`config.mk`:
```
export PLATFORM = sky130hd
export DESIGN_NAME = data_memory_access_unit
export DESIGN_NICKNAME = d
export VERILOG_FILES = /design/src/rtl/data_memory_access_unit.sv
export SDC_FILE = /design/constraint.sdc
export NUM_CORES = 1
export LEC_CHECK = 0
export ABC_AREA = 1
export CAP_MARGIN = 20
export CORE_UTILIZATION = 51
export CTS_CLUSTER_SIZE = 30
export DETAILED_ROUTE_END_ITERATION = 10
export PLACE_DENSITY_LB_ADDON = 0.05
export SKIP_CTS_REPAIR_TIMING = 1
export SYNTH_ARGS = -nofsm -noshare
export SYNTH_HDL_FRONTEND = slang
export SYNTH_SLANG_ARGS = --single-unit
```
`constraint.sdc`:
```
create_clock -name clock -period 4.2 [get_ports clock]
set_input_delay 0.84 -clock clock [delete_from_list [all_inputs] [get_ports clock]]
set_output_delay 0.84 -clock clock [all_outputs]
set_load 0.01 [all_outputs]
```
`src/rtl/data_memory_access_unit.sv`:
```
// Load/store front end for a word-addressed data memory: byte/half/word
// accesses, misaligned splitting into two word cycles, registered response.
module data_memory_access_unit #(
  parameter int DATA_BITS        = 13,
  parameter int ALLOW_MISALIGNED = 1
) (
  input  logic                 clock,
  input  logic                 reset_n,
  input  logic                 req_valid,
  output logic                 req_ready,
  input  logic                 req_write,
  input  logic [1:0]           req_size,
  input  logic                 req_unsigned,
  input  logic [31:0]          req_address,
  input  logic [31:0]          req_wdata,
  output logic                 rsp_valid,
  output logic                 rsp_error,
  output logic [31:0]          rsp_rdata,
  output logic [DATA_BITS-3:0] mem_address,
  output logic [3:0]           mem_byteena,
  output logic [31:0]          mem_data,
  output logic                 mem_wren,
  input  logic [31:0]          mem_q
);
  localparam int   IDX_BITS = DATA_BITS - 2;
  localparam logic SPLIT_OK = (ALLOW_MISALIGNED != 0);

  typedef enum logic [1:0] {IDLE = 2'd0, SECOND = 2'd1, RESP = 2'd2} state_t;

  function automatic logic [2:0] size_bytes(input logic [1:0] size);
    logic [2:0] n;
    case (size)
      2'd0:    n = 3'd1;
      2'd1:    n = 3'd2;
      default: n = 3'd4;
    endcase
    return n;
  endfunction

  function automatic logic [3:0] size_mask(input logic [1:0] size);
    logic [3:0] m;
    case (size)
      2'd0:    m = 4'b0001;
      2'd1:    m = 4'b0011;
      default: m = 4'b1111;
    endcase
    return m;
  endfunction

  // pair = {hi[23:0], lo}: only these bytes can reach the result for any offset
  function automatic logic [31:0] extend_load(input logic [55:0] pair, input logic [1:0] off,
                                              input logic [1:0] size, input logic uns);
    logic [31:0] sh;
    logic [31:0] r;
    case (off)
      2'd0:    sh = pair[31:0];
      2'd1:    sh = pair[39:8];
      2'd2:    sh = pair[47:16];
      default: sh = pair[55:24];
    endcase
    case (size)
      2'd0:    r = {{24{sh[7] & ~uns}}, sh[7:0]};
      2'd1:    r = {{16{sh[15] & ~uns}}, sh[15:0]};
      default: r = sh;
    endcase
    return r;
  endfunction

  state_t                state_q, state_d;
  logic [1:0]            off_q, off_d;
  logic [1:0]            size_q, size_d;
  logic [IDX_BITS-1:0]   idx_q, idx_d;
  logic [31:0]           wdata_q, wdata_d;
  logic [31:0]           lo_q, lo_d;
  logic                  write_q, write_d;
  logic                  uns_q, uns_d;
  logic                  rsp_valid_q, rsp_valid_d;
  logic                  rsp_error_q, rsp_error_d;
  logic [31:0]           rsp_rdata_q, rsp_rdata_d;

  logic [1:0]  req_off_s;
  logic [2:0]  req_n_s;
  logic        split_s;
  logic        err_s;
  logic [1:0]  lane_off_s;
  logic [3:0]  lane_mask_s;
  logic [31:0] lane_wdata_s;
  logic [7:0]  lane_be_s;
  logic [63:0] lane_data_s;

  assign req_off_s = req_address[1:0];
  assign req_n_s   = size_bytes(req_size);
  assign split_s   = ({2'b00, req_off_s} + {1'b0, req_n_s}) > 4'd4;
  assign err_s     = (req_size == 2'd3) || (|req_address[31:DATA_BITS]) ||
                     (split_s && !SPLIT_OK) || (split_s && (&req_address[DATA_BITS-1:2]));

  // Upper half of the 8-lane shift is exactly the second word's lanes
  assign lane_off_s   = (state_q == SECOND) ? off_q : req_off_s;
  assign lane_mask_s  = (state_q == SECOND) ? size_mask(size_q) : size_mask(req_size);
  assign lane_wdata_s = (state_q == SECOND) ? wdata_q : req_wdata;
  assign lane_be_s    = {4'b0000, lane_mask_s} << lane_off_s;
  assign lane_data_s  = {32'h0000_0000, lane_wdata_s} << {lane_off_s, 3'b000};

  assign req_ready = reset_n && (state_q == IDLE);
  assign rsp_valid = rsp_valid_q;
  assign rsp_error = rsp_error_q;
  assign rsp_rdata = rsp_rdata_q;

  // Memory drive: quiet unless an access is underway; reset suppresses a pending second write
  always_comb begin
    mem_address = {IDX_BITS{1'b0}};
    mem_byteena = 4'b0000;
    mem_data    = 32'h0000_0000;
    mem_wren    = 1'b0;
    if (!reset_n) begin
      mem_wren = 1'b0;
    end else begin
      case (state_q)
        IDLE: begin
          if (req_valid && !err_s) begin
            mem_address = req_address[DATA_BITS-1:2];
            mem_byteena = lane_be_s[3:0];
            mem_data    = lane_data_s[31:0];
            mem_wren    = req_write;
          end else begin
            mem_wren = 1'b0;
          end
        end
        SECOND: begin
          mem_address = idx_q + {{(IDX_BITS-1){1'b0}}, 1'b1};
          mem_byteena = lane_be_s[7:4];
          mem_data    = lane_data_s[63:32];
          mem_wren    = write_q;
        end
        default: mem_wren = 1'b0;
      endcase
    end
  end

  // Next-state, capture and response computation
  always_comb begin
    state_d     = state_q;
    off_d       = off_q;
    size_d      = size_q;
    idx_d       = idx_q;
    wdata_d     = wdata_q;
    lo_d        = lo_q;
    write_d     = write_q;
    uns_d       = uns_q;
    rsp_valid_d = 1'b0;
    rsp_error_d = 1'b0;
    rsp_rdata_d = 32'h0000_0000;
    case (state_q)
      IDLE: begin
        if (req_valid) begin
          off_d   = req_off_s;
          size_d  = req_size;
          idx_d   = req_address[DATA_BITS-1:2];
          wdata_d = req_wdata;
          write_d = req_write;
          uns_d   = req_unsigned;
          lo_d    = mem_q;
          if (err_s) begin
            state_d     = RESP;
            rsp_valid_d = 1'b1;
            rsp_error_d = 1'b1;
          end else if (split_s) begin
            state_d = SECOND;
          end else begin
            state_d     = RESP;
            rsp_valid_d = 1'b1;
            rsp_rdata_d = req_write ? 32'h0000_0000
                        : extend_load({24'h00_0000, mem_q}, req_off_s, req_size, req_unsigned);
          end
        end else begin
          state_d = IDLE;
        end
      end
      SECOND: begin
        state_d     = RESP;
        rsp_valid_d = 1'b1;
        rsp_rdata_d = write_q ? 32'h0000_0000
                    : extend_load({mem_q[23:0], lo_q}, off_q, size_q, uns_q);
      end
      RESP:    state_d = IDLE;
      default: state_d = IDLE;
    endcase
  end

  // State and capture registers with synchronous active-low reset
  always_ff @(posedge clock) begin
    if (!reset_n) begin
      state_q     <= IDLE;
      off_q       <= 2'd0;
      size_q      <= 2'd0;
      idx_q       <= {IDX_BITS{1'b0}};
      wdata_q     <= 32'h0000_0000;
      lo_q        <= 32'h0000_0000;
      write_q     <= 1'b0;
      uns_q       <= 1'b0;
      rsp_valid_q <= 1'b0;
      rsp_error_q <= 1'b0;
      rsp_rdata_q <= 32'h0000_0000;
    end else begin
      state_q     <= state_d;
      off_q       <= off_d;
      size_q      <= size_d;
      idx_q       <= idx_d;
      wdata_q     <= wdata_d;
      lo_q        <= lo_d;
      write_q     <= write_d;
      uns_q       <= uns_d;
      rsp_valid_q <= rsp_valid_d;
      rsp_error_q <= rsp_error_d;
      rsp_rdata_q <= rsp_rdata_d;
    end
  end
endmodule
```
==> impl_metrics.toml <==
[timing]
period_minus_slack_ns = 4.18
post-route-period-util = 0.994
max_freq_mhz = 239
tightest_slew_ns = 0.762
clock_skew_ns = 0.00586
hold_viol = 0
maxSlewHeadroom = 0.492
setup_viol = 0
slew_viol_final = 0

[yosys]
synth_ff_type = "dfxtp_1"
yosys_warnings = 0
synthDistinctLibCells = 38
async_flop_share = 0
syn_area_sq_mm = 0.00778
synth_edf_count = 0
ys_seq_area_frac = 0.301
post_synth.cell_area_avg_sq_um = 6.05
ys_seq_elements = 117
syn_nets = 1394
synthCells = 1287

[clock_network]
clkSinkCount = 117
path_clk_slew_ns = 0.05
clk_path_buf_depth = 2
tritoncts = "built"
cts_root_buffer = "clkbuf_16"
h-tree-depth = 4
clkLatencyLatePin_ns = 0.43
cts_buffers = 17

[final_layout]
multi_input_area_sq_mm = 0.00463
stdcell_area_sq_mm = 0.0106
drive_gt1_frac = 0.0820
seq_area_sq_mm = 0.00234
fin_nets = 1557
diodes = 0
fill_cells = 1289
fin_cells = 1647
area_growth_pct = 35.6

[placed_design]
gp_congestion = 0.989
dpl.hpwl_mm = 19.7
port_buffers = 185
place_area_sq_mm = 0.00978
dp.cells = 1609

[hold_path]
hold_path_class = "reg -> reg"

[power_and_ir_drop]
p_sw_uw = 996
ir_worst_vdd_uv = 367
pwr-share-comb = 0.190
swShare = 0.302
power_density_mw_per_mm2 = 312
internal-power_uw = 2300
cellLeakagePower_uw = 0.00506
pwr-share-seq = 0.367
clockPowerShare = 0.443

[floorplanning]
num_rows = 44
ios = 186
die_h_um = 126
initial_utilization = 0.530
die-area_sq_mm = 0.0158
die-width_um = 126
coreArea_sq_mm = 0.0147

[global_routing]
gr-total-overflow = 0
track_usage = 0.362
grt_pass1_vias = 8829
grt_pass1_wl_mm = 45.5
antenna_found_initial = 0
grt_start_max_net_pins = 83

[route]
via_per_inst = 5.94
ant_nets = 0
drc = 12
drtIter0Drc = 1271
wire_per_inst_um = 17.6
route.vias.total = 9782
wirelength_mm = 28.9
first_pass_iters = 11

[job]
maxCapViolations = 0

[critical_path]
critPathMostFrequentCell = "buf_4"
cp_max_fo = 13
path_cells = "clkdlybuf4s50_1 > buf_4 > ha_1 > nand3_1 > nand2_1 > a21oi_1 > buf_4 > nor2_2 > nor2_4 > buf_4 > nand2_1 > buf_4 > nor3_1 > dlymetal6s2s_1"
crit_arrival_ns = 3.34
crit_type = "in -> out"
crit_slowest_cell = "clkdlybuf4s50_1"
worstSetupEndpointType = "output port"
cpPeakStageDelay_ns = 0.53
setup.worst_path.start_class = "input pin"
cp.required_ns = 3.36

[outcome]
status = "complete, but fails checks"
violations = "DRC"
[cells by family after synthesis]
family | synth area share
fa+ha+maj | 0.00739
simple gates | 0.312
compound gates | 0.273
buf+inv | 0.107
flops | 0.301
[flip-flops by register name, indices dropped and copies added, names as in the netlist]
signal / flops
idx_q: 11
lo_q: 32
off_q: 2
rsp_error: 1
rsp_rdata: 32
rsp_valid: 1
size_q: 2
state_q: 2
uns_q: 1
wdata_q: 32
write_q: 1
[cells in the final DEF, fill, tap and decap left out, types with 7 or more instances in the layout]
cell and instances:
a21oi_1 147, dfxtp_1 117, o21ai_1 36, inv_1 86, clkdlybuf4s50_1 133, o21ai_0 151, clkbuf_16 17, buf_4 44
o221ai_1 10, nand4_1 12, o211ai_1 32, clkinv_1 7, inv_2 11, dlymetal6s2s_1 48, nand2_1 323, nor2_1 117
nor3_1 13, nand3_1 91
[cells in the mapped netlist (all sizes together), types with 3 or more instances]
cell type | instances | area (sq um)
o211ai | 33 | 253
nand3 | 93 | 475
clkbuf | 44 | 165
nor2 | 126 | 522
o22ai | 4 | 25.0
o21ai | 190 | 962
buf | 47 | 268
a21oi | 149 | 746
o221ai | 10 | 87.6
clkinv | 7 | 26.3
nand3b | 4 | 33.8
dfxtp | 117 | 2340
nor3 | 13 | 65.1
inv | 98 | 370
nand2 | 326 | 1240
o21bai | 3 | 22.5
nand4 | 12 | 75.1
ha | 3 | 37.5
[final timing paths]
check                                    start  slack, ns  cells after the start            end
worst max register to register        off_q[1]       1.95                      9  rsp_rdata[18]
worst min-delay path               wdata_q[28]       0.45                      2    wdata_q[28]
worst max-delay path            req_address[1]       0.02                     14   mem_data[29]
worst min register to register     wdata_q[28]       0.45                      2    wdata_q[28]
[power groups by stage]
| stage | Sequential, uW | Combinational, uW | Clock (uW) |
|---|---|---|---|
| floorplan | 1220 | 368 | 0 |
| global placement | 1230 | 598 | 0 |
| global route | 1220 | 682 | 1520 |
| CTS | 1210 | 610 | 1470 |
| detailed placement | 1230 | 605 | 0 |
| finish | 1210 | 626 | 1460 |
[final cells by class]
cell class | instances | area share
multi-input cells | 974 | 0.439
repair buffers | 235 | 0.224
flip-flops and latches | 117 | 0.222
clock buffers | 18 | 0.0416
inverters | 105 | 0.0376
well taps | 184 | 0.0218
clock inverters | 14 | 0.0141
[metrics by stage]
stage	power [uW]	hold WS [ns]	setup WS (ns)	util	setup TNS [ns]
global route	3420	0.469	-0.0202	0.718	-0.0400
detailed placement	1840	0.444	-0.403	0.666	-16.68
CTS	3290	0.452	-0.420	0.706	-17.24
finish	3300	0.452	0.0243	0.718	0
floorplan	1590	0.425	0.609	-	0
global placement	1830	0.435	-0.337	0.666	-14.37
[routing by layer]
layer / track usage / routed length (um) / up-vias
met4: 0.215 / 1600 / 0
met3: 0.0680 / 2710 / 117
met1: 0.449 / 11200 / 4448
met5: 0 / 0 / -
met2: 0.584 / 13400 / 587
li1: - / - / 4630
[worst max-delay path, delay by kind of cell]
| family | cells | cell delay, ns |
|---|---|---|
| buf+inv | 6 | 1.47 |
| simple gates | 6 | 0.63 |
| fa+ha+maj | 1 | 0.28 |
| compound gates | 1 | 0.11 |
(Power assumes the default switching activity.)
